## config.mk

```make
export PLATFORM = sky130hd
export DESIGN_NAME = cp0_exc_ctrl
export DESIGN_NICKNAME = d
export VERILOG_FILES = /design/src/rtl/cp0_exc_ctrl.sv
export SDC_FILE = /design/constraint.sdc
export NUM_CORES = 1
export LEC_CHECK = 0
export CAP_MARGIN = 20
export CORE_MARGIN = 10
export CORE_UTILIZATION = 25
export DETAILED_ROUTE_END_ITERATION = 10
export DONT_BUFFER_PORTS = 1
export HOLD_SLACK_MARGIN = 0.05
export SYNTH_ARGS = -nofsm -noshare
export SYNTH_HDL_FRONTEND = slang
export SYNTH_SLANG_ARGS = --single-unit
```

## constraint.sdc

```tcl
create_clock -name clk -period 6.4 [get_ports clk]
set_clock_uncertainty 0.15 [all_clocks]
set_input_delay 0.96 -clock clk [delete_from_list [all_inputs] [get_ports clk]]
set_output_delay 0.96 -clock clk [all_outputs]
set_load 0.02 [all_outputs]
```

## src/rtl/cp0_exc_ctrl.sv

```systemverilog
// Coprocessor-0 exception/interrupt controller: takes interrupts and exceptions
// at the M stage, keeps SR/Cause/EPC, and serves mfc0/mtc0/eret.
module cp0_exc_ctrl #(
  parameter logic [31:0] PRID = 32'h2021_0707
) (
  input  logic        clk,
  input  logic        reset,
  input  logic [4:0]  A1,
  input  logic [4:0]  A2,
  input  logic [31:0] DIn,
  input  logic        WE,
  input  logic [31:0] PC,
  input  logic        BDIn,
  input  logic [4:0]  ExcCodeIn,
  input  logic [5:0]  HWInt,
  input  logic        EXLClr,
  output logic [31:0] DOut,
  output logic [31:0] EPCOut,
  output logic        Req
);

  localparam logic [4:0] REG_SR    = 5'd12;
  localparam logic [4:0] REG_CAUSE = 5'd13;
  localparam logic [4:0] REG_EPC   = 5'd14;
  localparam logic [4:0] REG_PRID  = 5'd15;

  logic [5:0]  im_q, im_d;
  logic        exl_q, exl_d;
  logic        ie_q, ie_d;
  logic        bd_q, bd_d;
  logic [5:0]  ip_q, ip_d;
  logic [4:0]  exc_code_q, exc_code_d;
  logic [31:0] epc_q, epc_d;

  logic        int_req;
  logic        exc_req;
  logic [31:0] sr_word;
  logic [31:0] cause_word;

  // Interrupts look at the live HWInt lines, not the latched IP field.
  always_comb begin
    int_req = ie_q & ~exl_q & (|(HWInt & im_q));
    exc_req = ~exl_q & (ExcCodeIn != 5'd0);
    Req     = ~reset & (int_req | exc_req);
  end

  always_comb begin
    im_d       = im_q;
    exl_d      = exl_q;
    ie_d       = ie_q;
    bd_d       = bd_q;
    ip_d       = HWInt;
    exc_code_d = exc_code_q;
    epc_d      = epc_q;
    if (Req) begin
      exl_d      = 1'b1;
      exc_code_d = int_req ? 5'd0 : ExcCodeIn;
      bd_d       = BDIn;
      epc_d      = BDIn ? (PC - 32'd4) : PC;
    end else begin
      if (WE && (A2 == REG_SR)) begin
        im_d  = DIn[15:10];
        exl_d = DIn[1];
        ie_d  = DIn[0];
      end
      if (WE && (A2 == REG_EPC)) begin
        epc_d = DIn;
      end
      // eret wins over a same-cycle SR write for the EXL bit only.
      if (EXLClr) begin
        exl_d = 1'b0;
      end
    end
  end

  always_ff @(posedge clk) begin
    if (reset) begin
      im_q       <= 6'd0;
      exl_q      <= 1'b0;
      ie_q       <= 1'b0;
      bd_q       <= 1'b0;
      ip_q       <= 6'd0;
      exc_code_q <= 5'd0;
      epc_q      <= 32'd0;
    end else begin
      im_q       <= im_d;
      exl_q      <= exl_d;
      ie_q       <= ie_d;
      bd_q       <= bd_d;
      ip_q       <= ip_d;
      exc_code_q <= exc_code_d;
      epc_q      <= epc_d;
    end
  end

  always_comb begin
    sr_word    = {16'd0, im_q, 8'd0, exl_q, ie_q};
    cause_word = {bd_q, 15'd0, ip_q, 3'd0, exc_code_q, 2'd0};
    unique case (A1)
      REG_SR:    DOut = sr_word;
      REG_CAUSE: DOut = cause_word;
      REG_EPC:   DOut = epc_q;
      REG_PRID:  DOut = PRID;
      default:   DOut = 32'd0;
    endcase
    EPCOut = epc_q;
  end

endmodule

```

==> summary.txt <==
Status -> completed
DP Worst Slack -> 2.457 ns
Psw -> 0.2369 mW
DP HPWL -> 11,200 µm
Crit path time final -> 3.872 ns
Final setup margin -> 2.528 ns
Reg clk slew, reported paths -> 0.08 ns
Core area -> 0.01383 mm²
Int Pwr -> 0.5432 mW
Clock buffer depth -> 2
Critical Path End Type -> output port
Flip-flop and latch count after synthesis -> 52
RSZ-0062 raised after global routing -> false
Cts hold-fix bufs -> 0
Layout cells sized above 1 -> 0.06313
Via density -> 5.747
Root cell of the clock tree -> clkbuf_16
First-pass GRT wire length -> 20,820 µm
Clock power frac -> 0.347
Cells after Synth -> 424
GRT Util Overall -> 0.1359
CP Class -> input pin to output port
GP Congestion -> 0.8316
Fin area -> 0.003784 mm²
Vias in the first global route -> 3,245
Largest cells by area after synthesis -> dfxtp_1, mux2i_1, o31a_1
Setup violations, final -> 0
Largest net degree at the start of global routing -> 57
CTS H-tree depth -> 2
WHS Path Cells -> 2
Setup bufs post-CTS -> 0
Placed Cells -> 569
Initial Util -> 0.2551
Fin crit share -> 0.6050
Hold Path End -> bd_q$_SDFFE_PP0P_
# nets final -> 487
Setup_tns -> 0 ns
Min-delay src -> bd_q$_SDFFE_PP0P_
Slowest cell on the critical path -> nor2_1
Multi-input logic area -> 0.002307 mm²
FF-to-FF path depth -> 4
Max-Cap Viols -> 0
Main synth FF type -> dfxtp_1
Worst reg2reg setup slack -> 3.71 ns
Asr flop ratio synth -> 0
Critical path data required time -> 5.29 ns
Cts repair resizes -> 0
Register area share after synthesis -> 0.2951
Worst r2r src -> im_q[3]$_SDFFE_PP0P_
Design Power -> 0.7801 mW
Crit path cell chain -> nand3b_1 > nor2_1 > and2_1
Most common cell after layout, fill and taps aside -> dfxtp_1
Top-area cell type share of the netlist area -> 0.2951
Clock Latency Late Sink -> 0.29 ns
CTS tree -> built
Fillers -> 1,441
Sequential power share -> 0.512
Initial DRC count -> 210
Peak supply drop -> 0.00009155 V
I/O Pins -> 155
Buf+Inv Stages, Crit Path -> 0
Die area -> 0.01926 mm²
HP Class -> register to register
Clock tree sinks -> 52
Final core utilization -> 0.2736
Worst slew pin tran -> 0.9236 ns
Syn Nets -> 515
Initial antenna violation count -> 3
TritonCTS Buffers -> 5
Power per Cell Area -> 206.2 mW/mm²
Total Wirelength -> 13,890 µm
Worst R2R End -> EPCOut[20]$_SDFFE_PP0P_
Slew HR -> 0.3810
Placed cell areas -> 0.003637 mm²
Final Max Slew Viols -> 0
Worst hold slack -> 0.3257 ns
Syn Std Cell Area -> 0.003527 mm²
Final Hold Violating Endpoints -> 0
Rows -> 43
Vias after detailed routing -> 3,322
Die Wd -> 138.8 µm
Critical Path AT -> 2.76 ns
Area delta synth->final -> 7.272%
DR pass1 iterations -> 4
Largest delay share family, worst path -> simple AND/OR/NAND/NOR gates
CP Max Fanout -> 16
Antenna viol nets, final -> 0
Sequential cell area -> 0.001041 mm²
Fmax -> 258.3 MHz
Area leader, netlist -> dfxtp_1
Buffers added on ports -> 0
Yosys Warn Count -> 0
DIE HEIGHT -> 138.8 µm
Netlist cell types -> 52
Post-Layout Cell Count -> 578
Critical path startpoint category -> input pin
Gate power share -> 0.141
P_leak -> 1.087 nW
Post-synth EDFFs -> 0
Overflow after GRT -> 0
DRC Markers -> 0
WL per Instance -> 24.02 µm
Synth Area per Inst -> 8.319 µm²
Critical path depth -> 3
Critical path's largest stage delay -> 0.88 ns
Switching share of power -> 0.3037
Leading cell types in the layout, fill and taps excluded -> dfxtp_1, nor2_1, mux2i_1
-- cells by family after synthesis --
logic type | Yosys count | share of synthesized area
AO/OA/AOI/OAI | 137 | 0.2955
XOR/XNOR | 5 | 0.01242
adder cells (fa/ha/maj) | 1 | 0.003547
multiplexers | 30 | 0.08514
AND/OR/NAND/NOR | 152 | 0.2543
flip-flops | 52 | 0.2951
buffers and inverters | 47 | 0.05392
-- tightest hold or removal path: stages, from the launching register on --
cell,delay (ns)
dfxtp_1,0.32
nand3_1,0.06
a21oi_1,0.05
-- final cells by class --
cell class,instances,share of cell area
Multi-Input combinational cell,325,0.6098
Sequential cell,52,0.2751
Inverter,7,0.006944
Antenna cell,2,0.001323
Tap cell,180,0.05952
Timing Repair Buffer,5,0.009921
Clock buffer,5,0.03307
Clock inverter,2,0.004299
-- synth_stat cells (3+ instances only) --
master / instances
nor4_1: 6
buf_2: 5
nor3_1: 6
a311oi_1: 16
a31oi_1: 3
or4_1: 9
nand2_1: 9
inv_1: 7
and2_1: 13
o31a_1: 20
or2_2: 3
dfxtp_1: 52
o31ai_1: 11
nand2b_1: 17
xnor2_1: 3
mux2i_1: 30
clkbuf_1: 34
nor2b_1: 9
nand3_1: 3
a2111oi_0: 17
nand4_1: 7
o21ai_0: 11
a22oi_1: 8
a21oi_1: 17
or3_1: 13
nor4_2: 3
nor2_1: 41
a211oi_1: 22
-- metal layers --
layer  vias up  part of all wire  track usage  wire length, µm
met4         4             0.021      0.04613              291
met5         -            0.0017            0               23
met1      1577              0.36       0.1411             4980
met3        19              0.15      0.08493             2031
li1       1603                 -            -                -
met2       119              0.47       0.2203             6558
-- power by group through the flow --
stage	logic [mW]	clock network [mW]	registers (mW)
finish	0.110	0.271	0.399
global route	0.123	0.285	0.403
CTS	0.111	0.274	0.400
detailed placement	0.110	0	0.408
global placement	0.108	0	0.407
floorplan	0.102	0	0.393
-- flip-flops by register name, summed over array words and instances, names as in the netlist --
| name | flops |
|---|---|
| ip_q | 6 |
| bd_q | 1 |
| exc_code_q | 5 |
| ie_q | 1 |
| EPCOut | 32 |
| im_q | 6 |
| exl_q | 1 |
-- worst max path at each step --
stage	startpoint	to	slack, ns
after floorplan	ExcCodeIn[0]	Req	2.91
after global placement	A1[4]	DOut[30]	2.57
after detailed placement	A1[4]	DOut[30]	2.46
after CTS	A1[4]	DOut[30]	2.46
after global routing	A1[4]	DOut[30]	2.25
final	A1[4]	DOut[30]	2.53
Power figures use the tool's default switching activity.
